$ cat config.mk
export PLATFORM = sky130hd
export DESIGN_NAME = gsim_host
export DESIGN_NICKNAME = d
export VERILOG_FILES = /design/src/rtl/gsim_host.sv
export SDC_FILE = /design/constraint.sdc
export NUM_CORES = 1
export LEC_CHECK = 0
export BUFFER_PORTS_ARGS = -buffer_cell sky130_fd_sc_hd__buf_4
export CAP_MARGIN = 15
export CORE_UTILIZATION = 50
export DETAILED_ROUTE_END_ITERATION = 8
export PLACE_DENSITY = 0.66
export SKIP_LAST_GASP = 1
export SLEW_MARGIN = 20
export SYNTH_ARGS = -nofsm -noshare
export SYNTH_HDL_FRONTEND = slang
export SYNTH_SLANG_ARGS = --single-unit
$ cat constraint.sdc
create_clock -name clk -period 4.48 [get_ports clk]
set_input_delay 0.896 -clock clk [delete_from_list [all_inputs] [get_ports clk]]
set_output_delay 0.896 -clock clk [all_outputs]
set_load 0.01 [all_outputs]
$ cat src/rtl/gsim_host.sv
// Host-side sequencer for the GSIM solver: buffers the right-hand side, streams it
// out as one burst, captures the solution burst and reports completion or timeout.
module gsim_host #(
   parameter int unsigned N       = 16,
   parameter int unsigned TIMEOUT = 4095,
   parameter int unsigned TW      = 12
) (
   input  logic        clk,
   input  logic        rst_n,
   input  logic        wr_en,
   input  logic [3:0]  wr_addr,
   input  logic [15:0] wr_data,
   input  logic        start,
   input  logic [3:0]  rd_addr,
   output logic [31:0] rd_data,
   output logic        busy,
   output logic        done,
   output logic        err,
   output logic        in_en,
   output logic [15:0] b_in,
   input  logic        out_valid,
   input  logic [31:0] x_out
);

   localparam int unsigned AW = (N > 1) ? $clog2(N) : 1;
   localparam int unsigned KW = $clog2(N + 1);

   localparam logic [2:0] S_IDLE  = 3'd0;
   localparam logic [2:0] S_SEND  = 3'd1;
   localparam logic [2:0] S_WAIT  = 3'd2;
   localparam logic [2:0] S_RECV  = 3'd3;
   localparam logic [2:0] S_FLUSH = 3'd4;

   logic [2:0]    state, state_nx;
   logic [KW-1:0] k, k_nx, j, j_nx;
   logic [TW-1:0] timer, timer_nx;
   logic          in_en_nx, done_nx, err_nx;
   logic [15:0]   b_in_nx;
   logic          wr_ok_c, cap_c;
   logic [AW-1:0] cap_idx_c;

   logic [15:0] b_mem  [N];
   logic [31:0] result [N];

   assign wr_ok_c = (state == S_IDLE) && wr_en && (32'(wr_addr) < N);

   // Next-state and next-output decode
   always_comb begin
      state_nx  = state;
      k_nx      = k;
      j_nx      = j;
      timer_nx  = timer;
      in_en_nx  = in_en;
      b_in_nx   = b_in;
      done_nx   = 1'b0;
      err_nx    = err;
      cap_c     = 1'b0;
      cap_idx_c = '0;
      case (state)
         S_IDLE: begin
            if (start) begin
               state_nx = S_SEND;
               k_nx     = KW'(1);
               in_en_nx = 1'b1;
               err_nx   = 1'b0;
               // A write landing in the launch cycle must reach word 0
               b_in_nx  = (wr_ok_c && wr_addr == 4'd0) ? wr_data : b_mem[0];
            end
         end
         S_SEND: begin
            if (k == KW'(N)) begin
               state_nx = S_WAIT;
               in_en_nx = 1'b0;
               b_in_nx  = '0;
               timer_nx = '0;
            end else begin
               b_in_nx = b_mem[k[AW-1:0]];
               k_nx    = k + KW'(1);
            end
         end
         S_WAIT: begin
            if (out_valid) begin
               cap_c     = 1'b1;
               cap_idx_c = '0;
               j_nx      = KW'(1);
               state_nx  = (N == 1) ? S_FLUSH : S_RECV;
            end else if (timer >= TW'(TIMEOUT)) begin
               err_nx   = 1'b1;
               done_nx  = 1'b1;
               state_nx = S_IDLE;
            end else begin
               timer_nx = timer + TW'(1);
            end
         end
         S_RECV: begin
            if (out_valid) begin
               cap_c     = 1'b1;
               cap_idx_c = j[AW-1:0];
               j_nx      = j + KW'(1);
               if (j == KW'(N - 1)) state_nx = S_FLUSH;
            end
         end
         S_FLUSH: begin
            if (!out_valid) begin
               done_nx  = 1'b1;
               state_nx = S_IDLE;
            end
         end
         default: state_nx = S_IDLE;
      endcase
   end

   always_ff @(posedge clk or negedge rst_n) begin
      if (!rst_n) begin
         state   <= S_IDLE;
         k       <= '0;
         j       <= '0;
         timer   <= '0;
         in_en   <= 1'b0;
         b_in    <= '0;
         busy    <= 1'b0;
         done    <= 1'b0;
         err     <= 1'b0;
         rd_data <= '0;
         for (int i = 0; i < int'(N); i++) begin
            b_mem[i]  <= '0;
            result[i] <= '0;
         end
      end else begin
         state   <= state_nx;
         k       <= k_nx;
         j       <= j_nx;
         timer   <= timer_nx;
         in_en   <= in_en_nx;
         b_in    <= b_in_nx;
         busy    <= (state_nx != S_IDLE);
         done    <= done_nx;
         err     <= err_nx;
         rd_data <= (32'(rd_addr) < N) ? result[rd_addr[AW-1:0]] : '0;
         if (wr_ok_c) b_mem[wr_addr[AW-1:0]] <= wr_data;
         if (cap_c)   result[cap_idx_c] <= x_out;
      end
   end

endmodule

After elaboration in Yosys (flattened, before gate mapping)
Index checks and enable logic that the tools add are counted.
{ "word_totals": {"ff_bits": 845, "inputBits": 61, "wordCells": 137, "output_inout_bits": 52} }
{ "classes": {"mux": 49, "n_lt_le_gt_ge": 7, "n_addsub": 3, "bitwise": 4, "reduce_logical": 18, "eq_ne": 14} }
{ "op_table": {"columns": ["operator", "n"], "rows": [
  ["$bwmux 512", 1],
  ["$bwmux 256", 1],
  ["$bmux 32 s4", 1],
  ["$demux 32 s4", 1],
  ["$mux 16", 6],
  ["$mux 32", 3],
  ["$bmux 16 s4", 1],
  ["$demux 16 s4", 1],
  ["$mux 12", 3],
  ["$pmux 16 s2", 1],
  ["$pmux 12 s2", 1],
  ["$mux 3", 7],
  ["$ge 5x5->1 const B", 4],
  ["$mux 5", 4],
  ["$not 4->5", 4],
  ["$pmux 5 s2", 2],
  ["$ne 2x2->1 const B", 8],
  ["$pmux 3 s5", 1],
  ["$add 12x1->12 const B", 1],
  ["$ge 12x12->1 const B", 1],
  ["$add 5x1->5 const B", 2],
  ["$lt 5x1->1 const B", 2],
  ["$mux 1", 10],
  ["$reduce_and 3->1", 3],
  ["other kinds (15)", 26]
]} }

Logic depth before layout (Yosys ltp)
{ "depth": {"depth_word": 8, "depth_mapped": 12, "ltp_nobuf": 6} }

Worst setup path after synthesis
OpenSTA, ideal clock, no wires.
{ "synth_path": {"kind": "reg-to-reg", "from": "register k[1]", "to": "register timer[9]", "path_stages_with_launch": 12, "synth_period_minus_slack_ns": 2.926, "path_slack_ns": 1.554, "t_arrival_ns": 2.847, "t_required_ns": 4.401, "n_path_buf": 5, "setup_ns": 0.079, "path_cell_list": "dfrtp_1 > clkbuf_1 > buf_2 > buf_2 > clkinv_1 > clkbuf_1 > ha_1 > nor4bb_1 > a21oi_1 > clkbuf_1 > a2111oi_1 > mux2i_1"} }
{ "synth_between": {"elab_chain_cells": 3} }
{ "synth_lines": {"columns": ["element", "line", "source"], "rows": [
  ["start, declared", "35", "logic [KW-1:0] k, k_nx, j, j_nx;"],
  ["start signal, assigned", "131", "k <= k_nx;"],
  ["$eq 5x5->1", "71", "if (k == KW'(N)) begin"],
  ["$ne 2x2->1 (no line)", null, null],
  ["$reduce_and 4->1 (no line)", null, null],
  ["end signal, assigned", "133", "timer <= timer_nx;"],
  ["end, declared", "36", "logic [TW-1:0] timer, timer_nx;"]
]} }
No other way between the ends.
A chain may end at the register's enable or synchronous reset.

Final worst setup path
{ "layout_path": {"from": "register state[0]", "to": "register b_in[14]"} }
{ "layout_between": {"elab_chain_cells": 6, "word_cells_on_any_way": 10, "cone_classes": "eq/ne: 2; mux: 3; reduce/logical: 5"} }
{ "layout_lines": {"columns": ["element", "line", "source"], "rows": [
  ["start, declared", "34", "logic [2:0] state, state_nx;"],
  ["start signal, assigned", "130", "state <= state_nx;"],
  ["$logic_not 3->1", "45, 59", null],
  ["$logic_and 1x1->1", "45", "assign wr_ok_c = (state == S_IDLE) && wr_en && (32'(wr_addr) < N);"],
  ["$logic_and 1x1->1", "67", "b_in_nx = (wr_ok_c && wr_addr == 4'd0) ? wr_data : b_mem[0];"],
  ["$mux 16", "67", null],
  ["$mux 16", "61", "if (start) begin"],
  ["$pmux 16 s2", "59", "case (state)"],
  ["end signal, assigned", "135", "b_in <= b_in_nx;"],
  ["end, declared", "20", "output logic [15:0] b_in,"]
]} }
Several ways; a longest one is shown, not always the timed one. The select of a mux whose other input is x is not followed.

==> impl_metrics.toml <==
[outcome]
status = "completed"

[yosys]
seq_area_frac_synth_pct = 56.3
synth_edf_count = 0
syn_area_mm2 = 0.0375
synth_flop_cell = "dfrtp_1"
synth_cell_type_count = 57
yosys_warnings = 0
yosysTopAreaCell = "dfrtp_1"
yosysMostFrequentCell = "dfrtp_1"
synth.avg_cell_area_um2 = 16.1
syn-num-nets = 2392
synth_top_area_share_pct = 56.3
ys_top_cells_by_count = "dfrtp_1 (845), mux2_2 (744), mux4_2 (224), clkbuf_1 (124), nor2_1 (49)"
ys_ff_latch = 845
yosys-top-cells-area = "dfrtp_1 (56%), mux2_2 (22%), mux4_2 (13%)"
synthArstFlopShare_pct = 100
synth_cells = 2326

[floorplanning]
std_cell_rows = 100
die_w_um = 276
start_util_pct = 50.5
dieArea_mm2 = 0.0762
core_mm2 = 0.0743
pin_count = 113
die_h_um = 276

[detailed_routing]
via_per_inst = 6.04
wl_um = 86100
wire_per_inst_um = 25.1
ant_nets = 0
drtPass1Iterations = 5
num_vias = 20700
drc_errors = 0
drtIter0Drc = 1198

[worst_setup_path]
endpoint_kind = "flip-flop"
r2r_cells = 5
rr_startpoint = "state[0]$_DFF_PN0_"
critPathMaxFanout = 19
critical_path.startpoint_type = "flip-flop"
crit_type = "flip-flop to flip-flop"
r2r-end = "b_in[14]$_DFFE_PN0P_"
r2r_slack_ns = 1.47
crit_arrival_ns = 3.52
worstPathRequired_ns = 4.99

[global_routing]
grtUsageTotal_pct = 23.3
antenna_found_initial = 4
grt_pass1_wl_um = 135000
grt_pass1_vias = 22400
grt-ovfl-total = 0
grt_start_max_net_pins = 96

[final_layout]
instances_no_fill = 3431
final_cell_area_mm2 = 0.0424
area_growth_syn_to_layout_pct = 13.0
drive_above_1_share_pct = 53.2
nets = 2458

[power_and_ir_drop]
power_leakage_nw = 19.8
cellPowerDensity_mw_per_mm2 = 615
ir_drop_v = 0.000389

[clocking]
postCtsHoldBufs = 0
clk_pin_slew_ns = 0.06
clockBufferDepth = 3
cts_root_buffer = "clkbuf_16"
insertion_delay_ns = 0.64
cts.sinks = 845
cts_setup_buffers = 0
ctsResizeCount = 0
cts_inserted_buffers = 90
cts_tree = "built"
h-tree-depth = 3

[place]
place.gp.congestion = 0.764
placed_cell_area_mm2 = 0.0395
io_buffers = 112
placedCellCount = 3269
dp_hpwl_um = 51200

[timing]
setup_viol = 0
fin_crit_sh_pct = 67.2
fin_skew_ns = 0.0179
worst-slew-pin-transition_ns = 1.12
finalMaxSlewViolations = 0
rsz0062_at_grt = "false"
fin_tns_setup_ns = 0
period_minus_slack_ns = 3.01
fmax_mhz = 332
relSlewSlack_pct = 25.6
hold_viol_final = 0

[min_path]
worstHoldPathType = "input port to async pin"

[run]
drv_cap = 0
-- kinds of logic after synthesis --
| family | synth area share (%) |
|---|---|
| xor+xnor | 0.0700 |
| compound gates | 1.37 |
| simple gates | 2.98 |
| mux | 36.8 |
| flops | 56.3 |
| buf+inv | 2.29 |
| fa+ha+maj | 0.167 |
-- worst max path at each step --
stage                            start                       to  slack (ns)
floorplan             k[1]$_DFFE_PN0P_     timer[9]$_DFFE_PN0P_        1.55
global placement             out_valid  result[103]$_DFFE_PN0P_        1.13
detailed placement           out_valid  result[102]$_DFFE_PN0P_        1.02
CTS                 state[2]$_DFF_PN0_  result[102]$_DFFE_PN0P_        1.42
global route          k[0]$_DFFE_PN0P_    timer[11]$_DFFE_PN0P_        1.23
finish              state[0]$_DFF_PN0_     b_in[14]$_DFFE_PN0P_        1.47
-- cells in the final DEF, fill, tap and decap left out, types with 5 or more instances in the layout --
| cell type | instances |
|---|---|
| and3_1 | 23 |
| bufinv_16 | 5 |
| nand2_2 | 6 |
| ha_1 | 5 |
| mux2_2 | 744 |
| inv_1 | 6 |
| nand2b_1 | 15 |
| clkbuf_8 | 24 |
| a21oi_1 | 5 |
| mux2_1 | 24 |
| clkbuf_1 | 22 |
| buf_12 | 14 |
| nand3b_1 | 5 |
| nand3_1 | 16 |
| nor2_4 | 10 |
| a221o_1 | 15 |
| nor3_1 | 19 |
| a211oi_1 | 8 |
| nand2_1 | 31 |
| a211o_1 | 15 |
| clkbuf_16 | 90 |
| nor2_1 | 40 |
| mux2i_1 | 12 |
| dfrtp_1 | 842 |
| clkinv_2 | 14 |
| o21ai_0 | 8 |
| buf_4 | 151 |
| mux4_2 | 224 |
-- through the flow --
step / hold slack (ns) / power [W] / worst slack [ns] / util (%)
floorplan: 0.450 / 0.0167 / 1.55 / -
global placement: 0.462 / 0.0184 / 1.13 / 53.1
detailed placement: 0.469 / 0.0189 / 1.02 / 53.1
CTS: 0.319 / 0.0264 / 1.42 / 57.1
global route: 0.331 / 0.0275 / 1.23 / 57.1
finish: 0.284 / 0.0261 / 1.47 / 57.1
-- cell type report --
| cell class | instances | area, um2 |
|---|---|---|
| repair buffers | 168 | 1450 |
| well taps | 969 | 1210 |
| flip-flops and latches | 845 | 21200 |
| inverters | 7 | 26.3 |
| fillers | 5801 | 31900 |
| clock inverters | 25 | 292 |
| clock buffers | 135 | 2650 |
| multi-input cells | 1280 | 15600 |
| diodes | 2 | 5.00 |
-- per-layer routing --
layer  up-vias  GRT usage [%]  part of all wire, %
met5         -              0                0.033
met4         4           6.45                  2.4
met3       135           3.74                  3.6
met2       337           40.1                   52
met1     11400           30.7                   42
li1       8841              -                    -
-- state kept, by name, summed over array words and instances (netlist names) --
signal,count
result,512
b_mem,256
rd_data,32
b_in,16
timer,12
j,5
k,5
state,3
busy,1
done,1
err,1
in_en,1
-- report_power, final --
part           internal (W)  switching [W]  total, W
combinational       0.00410        0.00253   0.00663
clock               0.00437        0.00300   0.00737
sequential           0.0105        0.00161    0.0121
total                0.0190        0.00714    0.0261
-- worst max-delay path, cell delays in order, from the launching register on --
cell and delay [ns]:
dfrtp_1 0.52, buf_4 0.25, and4bb_2 0.64, and2_1 0.89, a21oi_1 0.37, o311ai_0 0.21
Note: power is estimated with default switching activity, not from simulation.
